==> config.mk <==
export PLATFORM = sky130hd
export DESIGN_NAME = alu_rr_scheduler_flat
export DESIGN_NICKNAME = d
export VERILOG_FILES = /design/src/rtl/alu_rr_scheduler_if.sv /design/src/rtl/alu_rr_scheduler.sv /design/src/flat_wrapper.sv
export SDC_FILE = /design/constraint.sdc
export NUM_CORES = 1
export LEC_CHECK = 0
export ABC_CLOCK_PERIOD_IN_PS = 2100
export CAP_MARGIN = 5
export CORE_AREA = 2 2 177 179
export CTS_CLUSTER_SIZE = 10
export DETAILED_ROUTE_END_ITERATION = 10
export DIE_AREA = 0 0 179 181
export PLACE_DENSITY = 0.51
export REMOVE_ABC_BUFFERS = 1
export SYNTH_ARGS = -nofsm -noshare
export SYNTH_HDL_FRONTEND = slang
export SYNTH_SLANG_ARGS = --single-unit
==> constraint.sdc <==
create_clock -name PCLK -period 2.1 [get_ports PCLK]
set_input_delay 0.315 -clock PCLK [delete_from_list [all_inputs] [get_ports PCLK]]
set_output_delay 0.315 -clock PCLK [all_outputs]
set_load 0.02 [all_outputs]
==> src/rtl/alu_rr_scheduler_if.sv <==
// ---------------------------------------------------------------------------
// alu_rr_scheduler_if
// Request/response bundle between the command sources and alu_rr_scheduler.
//   req_valid/req_ready  per-requester request handshake
//   req_op/req_a/req_b   packed per-requester ALU control and operands
//   rsp_valid/rsp_ready  per-requester response handshake
//   rsp_result/rsp_flags shared response payload {N, V, C, Z}
// master: command-source side, slave: scheduler side.
// ---------------------------------------------------------------------------
interface alu_rr_scheduler_if #(
  parameter int unsigned NREQ = 4
);
  localparam int unsigned DATA_W = 32;
  localparam int unsigned OP_W   = 5;
  localparam int unsigned FLAG_W = 4;

  logic [NREQ-1:0]        req_valid;
  logic [NREQ-1:0]        req_ready;
  logic [OP_W*NREQ-1:0]   req_op;
  logic [DATA_W*NREQ-1:0] req_a;
  logic [DATA_W*NREQ-1:0] req_b;
  logic [NREQ-1:0]        rsp_valid;
  logic [NREQ-1:0]        rsp_ready;
  logic [DATA_W-1:0]      rsp_result;
  logic [FLAG_W-1:0]      rsp_flags;

  modport master (
    output req_valid, req_op, req_a, req_b, rsp_ready,
    input  req_ready, rsp_valid, rsp_result, rsp_flags
  );

  modport slave (
    input  req_valid, req_op, req_a, req_b, rsp_ready,
    output req_ready, rsp_valid, rsp_result, rsp_flags
  );
endinterface

==> src/rtl/alu_rr_scheduler.sv <==
// ---------------------------------------------------------------------------
// alu_rr_scheduler
// Shares one combinational ALU among NREQ requesters. One operation is in
// flight at a time: IDLE grants a requester round-robin and latches its
// operands, EXEC captures the ALU result/flags, RESP returns them to the
// granted requester until it accepts.
// Ports:
//   PCLK, PRESETn            clock, asynchronous active-low reset
//   bus (slave)              request/response handshakes and payloads
//   alu_a, alu_b, alu_ctrl   registered operands/control to the ALU
//   alu_result, alu_*        ALU result and flags
//   busy                     high whenever the FSM is not IDLE
//   done_cnt                 wrapping count of completed responses
// ---------------------------------------------------------------------------
module alu_rr_scheduler #(
  parameter int unsigned NREQ  = 4,
  parameter int unsigned CNT_W = 16
) (
  input  logic              PCLK,
  input  logic              PRESETn,
  alu_rr_scheduler_if.slave bus,
  output logic [31:0]       alu_a,
  output logic [31:0]       alu_b,
  output logic [4:0]        alu_ctrl,
  input  logic [31:0]       alu_result,
  input  logic              alu_zero,
  input  logic              alu_carry,
  input  logic              alu_ovf,
  input  logic              alu_neg,
  output logic              busy,
  output logic [CNT_W-1:0]  done_cnt
);

  localparam int unsigned IDX_W  = (NREQ > 1) ? $clog2(NREQ) : 1;
  localparam int unsigned DATA_W = 32;
  localparam int unsigned OP_W   = 5;
  localparam int unsigned FLAG_W = 4;

  typedef enum logic [1:0] {
    IDLE = 2'd0,
    EXEC = 2'd1,
    RESP = 2'd2
  } state_t;

  state_t              state_q, state_d;
  logic [IDX_W-1:0]    last_grant_q, last_grant_d;
  logic [IDX_W-1:0]    owner_q, owner_d;
  logic [OP_W-1:0]     op_q, op_d;
  logic [DATA_W-1:0]   a_q, a_d;
  logic [DATA_W-1:0]   b_q, b_d;
  logic [DATA_W-1:0]   res_q, res_d;
  logic [FLAG_W-1:0]   flags_q, flags_d;
  logic [CNT_W-1:0]    cnt_q, cnt_d;

  logic                win_found;
  logic [IDX_W-1:0]    win_idx;
  logic [NREQ-1:0]     req_ready_c;

  // Index k positions after base, modulo NREQ.
  function automatic logic [IDX_W-1:0] rr_idx(input logic [IDX_W-1:0] base,
                                              input int unsigned    k);
    return IDX_W'((32'(base) + k) % NREQ);
  endfunction

  // Round-robin pick: scan from last_grant+1, last_grant itself is checked last.
  always_comb begin
    win_found = 1'b0;
    win_idx   = '0;
    for (int unsigned k = 1; k <= NREQ; k++) begin
      if (!win_found && bus.req_valid[rr_idx(last_grant_q, k)]) begin
        win_found = 1'b1;
        win_idx   = rr_idx(last_grant_q, k);
      end
    end
  end

  // Next-state and register-input logic.
  always_comb begin
    state_d      = state_q;
    last_grant_d = last_grant_q;
    owner_d      = owner_q;
    op_d         = op_q;
    a_d          = a_q;
    b_d          = b_q;
    res_d        = res_q;
    flags_d      = flags_q;
    cnt_d        = cnt_q;
    req_ready_c  = '0;

    case (state_q)
      IDLE: begin
        if (win_found) begin
          req_ready_c  = NREQ'(1) << win_idx;
          op_d         = bus.req_op[OP_W*32'(win_idx) +: OP_W];
          a_d          = bus.req_a[DATA_W*32'(win_idx) +: DATA_W];
          b_d          = bus.req_b[DATA_W*32'(win_idx) +: DATA_W];
          owner_d      = win_idx;
          last_grant_d = win_idx;
          state_d      = EXEC;
        end
      end
      EXEC: begin
        res_d   = alu_result;
        flags_d = {alu_neg, alu_ovf, alu_carry, alu_zero};
        state_d = RESP;
      end
      RESP: begin
        // Only the owner's rsp_ready can complete the handshake.
        if (bus.rsp_ready[owner_q]) begin
          cnt_d   = cnt_q + CNT_W'(1);
          state_d = IDLE;
        end
      end
      default: state_d = IDLE;
    endcase
  end

  // State and datapath registers.
  always_ff @(posedge PCLK or negedge PRESETn) begin
    if (!PRESETn) begin
      state_q      <= IDLE;
      last_grant_q <= IDX_W'(NREQ - 1);
      owner_q      <= '0;
      op_q         <= '0;
      a_q          <= '0;
      b_q          <= '0;
      res_q        <= '0;
      flags_q      <= '0;
      cnt_q        <= '0;
    end else begin
      state_q      <= state_d;
      last_grant_q <= last_grant_d;
      owner_q      <= owner_d;
      op_q         <= op_d;
      a_q          <= a_d;
      b_q          <= b_d;
      res_q        <= res_d;
      flags_q      <= flags_d;
      cnt_q        <= cnt_d;
    end
  end

  // Output decode; req_ready is the only combinational-from-input output.
  assign bus.req_ready  = req_ready_c;
  assign bus.rsp_valid  = (state_q == RESP) ? (NREQ'(1) << owner_q) : '0;
  assign bus.rsp_result = res_q;
  assign bus.rsp_flags  = flags_q;
  assign alu_a          = a_q;
  assign alu_b          = b_q;
  assign alu_ctrl       = op_q;
  assign busy           = (state_q != IDLE);
  assign done_cnt       = cnt_q;

endmodule

==> src/flat_wrapper.sv <==
// flat-port wrapper written by rule: the top's interface ports become plain ports
module alu_rr_scheduler_flat 
#(
  parameter int unsigned NREQ  = 4,
  parameter int unsigned CNT_W = 16
)
  (PCLK, PRESETn, alu_a, alu_b, alu_ctrl, alu_result, alu_zero, alu_carry, alu_ovf, alu_neg, busy, done_cnt, bus_req_valid, bus_req_op, bus_req_a, bus_req_b, bus_rsp_ready, bus_req_ready, bus_rsp_valid, bus_rsp_result, bus_rsp_flags);
  alu_rr_scheduler_if #(.NREQ(NREQ)) bus_i ();
  input  logic PCLK;
  input  logic PRESETn;
  output logic [31:0] alu_a;
  output logic [31:0] alu_b;
  output logic [4:0] alu_ctrl;
  input  logic [31:0] alu_result;
  input  logic alu_zero;
  input  logic alu_carry;
  input  logic alu_ovf;
  input  logic alu_neg;
  output logic busy;
  output logic [CNT_W-1:0] done_cnt;
  input wire logic [$bits(bus_i.req_valid)-1:0] bus_req_valid;
  input wire logic [$bits(bus_i.req_op)-1:0] bus_req_op;
  input wire logic [$bits(bus_i.req_a)-1:0] bus_req_a;
  input wire logic [$bits(bus_i.req_b)-1:0] bus_req_b;
  input wire logic [$bits(bus_i.rsp_ready)-1:0] bus_rsp_ready;
  output wire logic [$bits(bus_i.req_ready)-1:0] bus_req_ready;
  output wire logic [$bits(bus_i.rsp_valid)-1:0] bus_rsp_valid;
  output wire logic [$bits(bus_i.rsp_result)-1:0] bus_rsp_result;
  output wire logic [$bits(bus_i.rsp_flags)-1:0] bus_rsp_flags;
  assign bus_i.req_valid = bus_req_valid;
  assign bus_i.req_op = bus_req_op;
  assign bus_i.req_a = bus_req_a;
  assign bus_i.req_b = bus_req_b;
  assign bus_i.rsp_ready = bus_rsp_ready;
  assign bus_req_ready = bus_i.req_ready;
  assign bus_rsp_valid = bus_i.rsp_valid;
  assign bus_rsp_result = bus_i.rsp_result;
  assign bus_rsp_flags = bus_i.rsp_flags;
  alu_rr_scheduler #(.NREQ(NREQ), .CNT_W(CNT_W)) u_core (.PCLK(PCLK), .PRESETn(PRESETn), .bus(bus_i), .alu_a(alu_a), .alu_b(alu_b), .alu_ctrl(alu_ctrl), .alu_result(alu_result), .alu_zero(alu_zero), .alu_carry(alu_carry), .alu_ovf(alu_ovf), .alu_neg(alu_neg), .busy(busy), .done_cnt(done_cnt));
endmodule
==> results of run 1 <==
## path summary, 6_finish.rpt
| path | cells after the start | slack (ns) | end | startpoint |
|---|---|---|---|---|
| min in group PCLK | 1 | 0.48 | u_core.done_cnt[15] | u_core.done_cnt[15] |
| min | 3 | 0.45 | u_core.bus.rsp_result[28] | PRESETn |
| min reg2reg | 1 | 0.48 | u_core.done_cnt[15] | u_core.done_cnt[15] |
| max in group asynchronous | 3 | 1.25 | u_core.alu_b[15] | PRESETn |
| max | 6 | -0.12 | bus_req_ready[2] | u_core.last_grant_q[1] |
| max reg2reg | 10 | -0.07 | u_core.alu_b[16] | u_core.last_grant_q[1] |
## kinds of logic after synthesis
family / after synthesis / share of synthesized area [%]
adders and majority gates: 1 / 0.180
buffers and inverters: 74 / 4.56
muxes: 38 / 6.34
xor gates and xnor gates: 15 / 1.89
AOI/OAI and AO/OA: 148 / 16.0
and+or+nand+nor: 332 / 25.4
DFF: 127 / 45.7
## what timing repair did
action	in CTS	in global routing
setup buffers	10	5
gates cloned	3	5
pin swaps	6	22
endpoints found under the setup margin	41	75
hold buffers	1	0
gates resized for setup	67	77
endpoints found under the hold margin	125	0
## per-stage QoR
| stage | cells | setup WS [ns] | hold slack, ns | instance area [um^2] | power, W |
|---|---|---|---|---|---|
| after floorplan | 663 | -4.35 | 0.0194 | 6650 | 0.00918 |
| after global placement | 1567 | -0.471 | 0.363 | 12300 | 0.0145 |
| after detailed placement | 1567 | -0.467 | 0.356 | 12300 | 0.0146 |
| after CTS | 1613 | -0.183 | 0.482 | 13200 | 0.0184 |
| after global routing | 1623 | -0.201 | 0.480 | 13700 | 0.0200 |
| final | 1623 | -0.116 | 0.449 | 13700 | 0.0188 |
## layout make-up
cell class                 count  share of cell area, %
inverter                       2                 0.0732
timing repair buffer         530                   40.5
antenna                        2                 0.0366
sequential                   127                   23.3
clock inverter                14                   1.05
tap                          396                   3.62
multi-input combinational    534                   28.3
clock buffer                  18                   3.21
## critical path, cell delays in order, from the launching register on
cell and delay (ns):
dfstp_2 0.57, mux2i_4 0.25, a2bb2oi_4 0.22, nand2_4 0.09, buf_12 0.13, nor2_4 0.09
buf_12 0.12
## registers in the layout, indices dropped and copies added (netlist names)
register,flops
u_core.alu_a,32
u_core.bus.rsp_result,32
u_core.bus.rsp_flags,4
u_core.alu_ctrl,5
u_core.state_q,2
u_core.alu_b,32
u_core.last_grant_q,2
u_core.done_cnt,16
u_core.owner_q,2
## power groups by stage
stage          combinational (W)  clock, W  sequential (W)
2_1_floorplan            0.00361         0         0.00557
3_3_place_gp              0.0102         0         0.00430
3_5_place_dp              0.0102         0         0.00434
4_1_cts                   0.0109   0.00317         0.00431
5_1_grt                   0.0123   0.00327         0.00446
6_report                  0.0115   0.00306         0.00429
## cells in the final DEF (no fill, tap or decap), types with 6 or more instances in the layout
cell,instances
and3_1,139
dfrtp_1,125
nor2_1,75
a211oi_2,52
buf_12,19
clkbuf_16,22
inv_6,6
nor3_1,68
nand2_1,12
a211oi_1,84
mux2_2,36
nand3_1,7
buf_6,11
buf_4,42
clkdlybuf4s50_1,440
xnor2_1,11
## metal layers
layer / GRT usage [%] / share of wire, % / vias up
met5: 0 / 0 / -
met1: 22.8 / 40 / 3665
met3: 6.46 / 8.7 / 39
met4: 5.43 / 2.2 / 0
li1: - / - / 3689
met2: 35.4 / 49 / 326
==> results.toml, run 1 <==
[timing]
setup_viol = 8
final.setup_skew_ns = 0.0214
final.setup.worst_slack_ns = -0.116
worst_pin_slew_ns = 0.541
slew_headroom_pct = 63.9
period_needed_ns = 2.22
rsz0062_at_grt = "yes"
setup_tns_ns = -0.387
slew_viol_final = 0
finalHoldViolations = 0
fmax_mhz = 451
fin_crit_sh_pct = 106

[power]
seqPwrFrac_pct = 22.8
peakVddDrop_mv = 0.513
p_leak_nw = 5.54
internal_power_w = 0.0110
powerDensity_nw_per_um2 = 1380
pwr-share-comb_pct = 60.9
clkPwrFrac_pct = 16.3
switching_share_pct = 41.6
switching_power_w = 0.00784

[grt]
grt_start_max_net_pins = 70
grt_pass1_vias = 7873
overflow = 0
grt_usage_pct = 20.0
grt_first_pass_wirelength_um = 48900
antenna_found_initial = 2

[layout]
syn_to_final_growth_pct = 96.4
finalCoreUtilization_pct = 45.1
drive_above_1_share_pct = 19.3
fillers = 2984
seq_area_um2 = 3180
nets = 1535
multi_input_area_um2 = 3870

[critical_path]
cp-start-kind = "flip-flop"
crit_required_ns = 1.78
arrival_ns = 1.90
crit_type = "reg2out"
crit_fanout = 4
crit_path_end_kind = "output port"

[route]
wl_per_cell_um = 21.0
drt_iter0_markers = 251
wl_um = 34100
num_vias = 7719
drt_pre_antenna_iters = 4
ant_nets = 0
vias_per_cell = 4.76
drcViolationCount = 0

[floorplan]
ioPinCount = 452
core_um2 = 30300
initial_core_util_pct = 22.9
die_w_um = 179
fp.dieH_um = 181
die_area_um2 = 32400
num_rows = 64

[cts]
tritoncts = "yes"
cts-root-buf = "clkbuf_16"
cts_sinks = 127
clock_latency_ns = 0.42
clk_pin_slew_worst_paths_ns = 0.08
cts.path.max_buffers = 2
cts_made_buffers = 17
h-tree-depth = 4

[place]
dpl.hpwl_um = 24500
gp_routability_congestion = 0.818
port_buffers = 451

[synth]
synth.area.top_cells = "dfrtp_1 45%, a211oi_1 15%, and3_1 13%"
yosysWarnings = 0
ys_seq_area_share_pct = 45.7
synthCells = 735
synth.top_cell.area_share_pct = 44.9
ys_top_cells_by_count = "142 x and3_1, 138 x a211oi_1, 125 x dfrtp_1, 79 x nor2_1, 72 x nor3_1"
syn_area_per_cell_um2 = 9.47
yosysTopAreaCell = "dfrtp_1"
synth_seq_cells = 127
yosysMostFrequentCell = "and3_1"
synthesis.area_um2 = 6960
synth.distinct_cells = 39
synth_edf_count = 0
synth_ff_type = "dfrtp_1"
synthArstFlopShare_pct = 100

[job]
drv_cap = 0

[status]
status = "complete, but fails checks"
violations = "setup timing"

[worst_hold_path]
min_path_type = "in2async"
No activity file was read; power rests on OpenSTA's default activity.
==> inputs of run 2 (changes only) <==
Settings changed: PLACE_DENSITY 0.51 to not set, PLACE_DENSITY_LB_ADDON set to 0.05, RECOVER_POWER set to 25.
==> run 2 against run 1 <==
  * The flow still finishes with violations (setup timing)
  * Via count down 1.0%
  * Final cell count down 0.62%
  * Non-clock buffer count shrank 15
  * Setup slack got worse by 0.0030 ns
  * Total power down 1.8%
  * Final area shrank 0.81%
  * Sequential power about the same
  * Hold slack gained 0.027 ns
  * Global-route usage shrank 0.51 points
  * Critical path type unchanged
==> results.toml, run 2 (synthesis results as in run 1) <==
[route]
num_vias = 7638
ant_nets = 0
wl_per_cell_um = 20.8
wl_um = 33600
drt_pre_antenna_iters = 4
drcViolationCount = 0
vias_per_cell = 4.74
drt_iter0_markers = 194

[grt]
grt_pass1_vias = 7854
antenna_found_initial = 7
overflow = 0
grt_usage_pct = 19.5
grt_first_pass_wirelength_um = 47400
grt_start_max_net_pins = 57

[power]
peakVddDrop_mv = 0.534
powerDensity_nw_per_um2 = 1360
pwr-share-comb_pct = 60.0
switching_share_pct = 41.9
switching_power_w = 0.00776
p_leak_nw = 5.45
seqPwrFrac_pct = 23.1
clkPwrFrac_pct = 16.9
internal_power_w = 0.0107
finalPower_w = 0.0185

[critical_path]
rr_endpoint = "u_core.alu_a[8]"
crit_required_ns = 1.78
cpMaxStageDelayCell = "dfstp_2"
r2r_slack_ns = -0.10
worstPathCellList = "mux2i_2 > a2bb2oi_4 > nand2_4 > buf_12 > nor2_4 > buf_6"
crit_path_end_kind = "output port"
crit_path_end = "bus_req_ready[0]"
crit_fanout = 4
arrival_ns = 1.90
slowest_delay_ns = 0.59
startpoint = "u_core.last_grant_q[1]"
cp-start-kind = "flip-flop"
worst_r2r_path_depth = 8
crit_type = "reg2out"
r2r-start = "u_core.last_grant_q[1]"

[layout]
nets = 1520
finalCoreUtilization_pct = 44.7
mostFrequentLayoutCells = "440 x clkdlybuf4s50_1, 142 x and3_1, 125 x dfrtp_1"
drive_above_1_share_pct = 20.2
fillers = 2946
seq_area_um2 = 3180
final_common_cell = "clkdlybuf4s50_1"
syn_to_final_growth_pct = 94.8
multi_input_area_um2 = 4000

[floorplan]
die_area_um2 = 32400
initial_core_util_pct = 22.9
fp.dieH_um = 181
core_um2 = 30300
die_w_um = 179
num_rows = 64
ioPinCount = 452

[timing]
rsz0062_at_grt = "yes"
final.setup.worst_slack_ns = -0.119
worst_pin_slew_ns = 1.27
fin_crit_sh_pct = 106
final.setup_skew_ns = 0.0163
finalHoldViolations = 0
period_needed_ns = 2.22
slew_headroom_pct = 15.1
fmax_mhz = 451
slew_viol_final = 0
setup_viol = 69

[cts]
h-tree-depth = 4
cts-root-buf = "clkbuf_16"
cts.path.max_buffers = 2
cts_made_buffers = 17
cts_sinks = 127
clk_pin_slew_worst_paths_ns = 0.07
clock_latency_ns = 0.42
tritoncts = "yes"

[status]
status = "complete, but fails checks"
violations = "setup timing"

[job]
drv_cap = 0

[place]
gp_routability_congestion = 0.763
dpl.hpwl_um = 24300
port_buffers = 451

[worst_hold_path]
min_path_type = "reg2reg"
[run 2: metrics by stage]
step | std cells | TNS, ns | area (um^2) | hold WS (ns) | setup slack (ns)
after CTS | 1599 | -0.604 | 12900 | 0.401 | -0.248
after global routing | 1613 | -9.90 | 13600 | 0.489 | -0.187
after floorplan | 663 | -291.24 | 6650 | 0.0194 | -4.35
after global placement | 1561 | -22.38 | 12200 | 0.291 | -0.476
final | 1613 | -3.20 | 13600 | 0.476 | -0.119
after detailed placement | 1561 | -23.90 | 12200 | 0.288 | -0.467
[run 2: metal layers]
metal / routed length [um] / part of all wire, % / vias up / track usage [%]
li1: - / - / 3665 / -
met1: 13000 / 39 / 3630 / 21.5
met2: 16900 / 50 / 300 / 33.6
met3: 2940 / 8.8 / 43 / 7.62
met4: 850 / 2.5 / 0 / 6.96
met5: 0 / 0 / - / 0
[run 2: worst max-delay path: cells and delay by family (launching register included)]
kind                   cells  cell delay [ns]
AO/OA/AOI/OAI              1             0.22
buffers and inverters      2             0.26
flip-flops                 1             0.59
AND/OR/NAND/NOR            2             0.15
multiplexers               1             0.27
[run 2: worst min-delay path by stage]
stage / to / start / cells past startpoint / slack [ns]
4_1_cts: u_core.bus.rsp_result[27] / PRESETn / 2 / 0.40
2_1_floorplan: u_core.alu_a[0] / PRESETn / 0 / 0.02
3_3_place_gp: u_core.bus.rsp_result[27] / PRESETn / 1 / 0.29
3_5_place_dp: u_core.bus.rsp_result[27] / PRESETn / 1 / 0.29
5_1_grt: u_core.bus.rsp_result[16] / alu_result[16] / 2 / 0.49
6_report: u_core.done_cnt[15] / u_core.done_cnt[15] / 1 / 0.48
[run 2: what timing repair did]
action	CTS	global route
pin swaps	7	10
cloned	0	6
setup buffers	5	2
hold buffers	1	0
resized for setup	34	120
endpoints found under the setup margin	61	71
endpoints found under the hold margin	41	0
[run 2: power groups by stage]
stage          Combinational, W  Sequential, W  Clock (W)
2_1_floorplan           0.00361        0.00557          0
3_3_place_gp             0.0101        0.00426          0
3_5_place_dp             0.0101        0.00430          0
4_1_cts                  0.0102        0.00428    0.00323
5_1_grt                  0.0119        0.00443    0.00333
6_report                 0.0111        0.00427    0.00313
[run 2: layout make-up]
| class | instances | area share [%] |
|---|---|---|
| Antenna cell | 7 | 0.129 |
| Clock buffer | 17 | 3.14 |
| Clock inverter | 15 | 1.29 |
| Inverter | 2 | 0.0738 |
| Multi-Input combinational cell | 534 | 29.5 |
| Sequential cell | 127 | 23.5 |
| Tap cell | 396 | 3.65 |
| Timing Repair Buffer | 515 | 38.8 |
==> inputs of run 3 (changes only) <==
Settings changed: ABC_CLOCK_PERIOD_IN_PS 2100 to 2500, CORE_AREA 2 2 177 179 to 10 10 168 170, CTS_BUF_LIST set to sky130_fd_sc_hd__clkbuf_8, DIE_AREA 0 0 179 181 to 0 0 178 180.
Clock period 2.1 ns to 2.5 ns, I/O delays scaled along.
==> run 3 against run 2 <==
  * The run ends with capacitance limit, slew limit left
  * Setup slack improved by 0.23 ns
  * Die area fell by 1.1%
  * Clock power fell by 28%
  * Total power fell by 24%
  * Combinational power fell by 27%
  * Clock skew fell by 0.0045 ns
  * Largest cell class unchanged
==> results.toml, run 3 (synthesis results as in run 1) <==
[cts]
clock_latency_ns = 0.45
cts-root-buf = "clkbuf_8"
clk_pin_slew_worst_paths_ns = 0.09
h-tree-depth = 4
tritoncts = "yes"
cts.path.max_buffers = 2
cts_made_buffers = 17
post_cts_buffers = 0
cts_sinks = 127

[power]
switching_power_w = 0.00584
peakVddDrop_mv = 0.828
p_leak_nw = 5.07
finalPower_w = 0.0140
internal_power_w = 0.00812
switching_share_pct = 41.9
seqPwrFrac_pct = 25.9
powerDensity_nw_per_um2 = 1120
clkPwrFrac_pct = 16.2
pwr-share-comb_pct = 57.9

[floorplan]
ioPinCount = 452
num_rows = 58
fp.dieH_um = 180
die_area_um2 = 32000
die_w_um = 178
core_um2 = 24900
initial_core_util_pct = 28.0

[critical_path]
cpMaxStageDelayCell = "dfstp_2"
arrival_ns = 2.02
r2r_slack_ns = 0.29
crit_fanout = 4
crit_type = "reg2out"
r2r-start = "u_core.state_q[1]"
startpoint = "u_core.last_grant_q[1]"
cp-start-kind = "flip-flop"
slowest_delay_ns = 0.55
critPathTopFamily = "flip-flops"
path_buf_inv = 2
worstPathCellList = "mux2i_2 > a2bb2oi_4 > buf_4 > nand2_4 > nor2_4 > buf_2"
crit_path_end_kind = "output port"
crit_required_ns = 2.12

[layout]
finalCoreUtilization_pct = 49.9
fillers = 2333
multi_input_area_um2 = 3520
final_cell_area_um2 = 12400
drive_above_1_share_pct = 10.1
mostFrequentLayoutCells = "445 x clkdlybuf4s50_1, 142 x and3_1, 138 x a211oi_1"
syn_to_final_growth_pct = 78.6
nets = 1491
seq_area_um2 = 3180
final_common_cell = "clkdlybuf4s50_1"

[place]
placed_area_um2 = 11900
gp_routability_congestion = 0.791
port_buffers = 451
dpl.hpwl_um = 26700

[status]
status = "complete, but fails checks"
violations = "capacitance limit, slew limit"

[grt]
grt_usage_pct = 20.9
antenna_found_initial = 6
gr-usage-met1_pct = 21.9
met3_usage_pct = 9.87
grtUsageMet2_pct = 36.0
grt_pass1_vias = 7987
grt_first_pass_wirelength_um = 50900
grt_start_max_net_pins = 76
grt.busiest_layer = "met2"
overflow = 0

[timing]
final.setup_skew_ns = 0.0117
setup_viol = 0
period_needed_ns = 2.39
fin_crit_sh_pct = 95.6
slew_headroom_pct = -10.1
setup_tns_ns = 0
finalHoldViolations = 0
rsz0062_at_grt = "no"
slew_viol_final = 62
fmax_mhz = 418
worst_pin_slew_ns = 1.65

[route]
wl_per_cell_um = 22.6
wl_um = 34200
vias_per_cell = 4.90
drt_pre_antenna_iters = 4
drcViolationCount = 0
ant_nets = 0
drt_iter0_markers = 347
num_vias = 7414

[worst_hold_path]
holdCritStartpoint = "u_core.done_cnt[15]"
min_path_type = "reg2reg"

[job]
drv_cap = 1
run 3: metal layers:
| metal | wire length [um] | up-vias |
|---|---|---|
| li1 | - | 3600 |
| met2 | 17200 | 282 |
| met1 | 12600 | 3496 |
| met5 | 13 | - |
| met4 | 631 | 2 |
| met3 | 3750 | 34 |
run 3: stage by stage:
step | instances | hold WS, ns | worst slack [ns]
after floorplan | 663 | 0.0794 | -4.01
after global placement | 1478 | 0.405 | -0.467
after detailed placement | 1478 | 0.409 | -0.466
after CTS | 1510 | 0.484 | 0.00204
after global routing | 1514 | 0.494 | 0.00715
final | 1514 | 0.477 | 0.109
run 3: worst reg2reg max path, cell delays in order, from the launching register on:
cell and delay [ns]:
dfrtp_1 0.40, or2_1 0.26, or2_1 0.29, inv_2 0.10, buf_4 0.72, nor2_1 0.15
nor3_1 0.22
run 3: layout make-up:
class	count	share of cell area [%]
sequential	127	25.6
inverter	2	0.0604
clock inverter	14	2.03
tap	330	3.32
antenna	4	0.0805
clock buffer	17	1.88
multi-input combinational	534	28.3
timing repair buffer	486	38.7
run 3: final timing paths:
check	cells past startpoint	end
setup / recovery	6	bus_req_ready[0]
hold / removal	1	u_core.done_cnt[15]
setup reg to reg	6	u_core.alu_a[5]
hold reg to reg	1	u_core.done_cnt[15]
max in group asynchronous	3	u_core.alu_a[10]
min in group asynchronous	2	u_core.done_cnt[15]
run 3: repair_timing:
action,4_1_cts,5_1_grt
setup endpoints to repair,4,3
gates resized for setup,19,3
hold buffers,1,0
hold endpoints to repair,57,0
run 3: power by group through the flow:
stage	Clock (W)	Sequential (W)	Combinational (W)
5_1_grt	0.00243	0.00375	0.00875
3_5_place_dp	0	0.00365	0.00823
3_3_place_gp	0	0.00361	0.00823
6_report	0.00226	0.00361	0.00809
4_1_cts	0.00234	0.00362	0.00826
2_1_floorplan	0	0.00468	0.00303
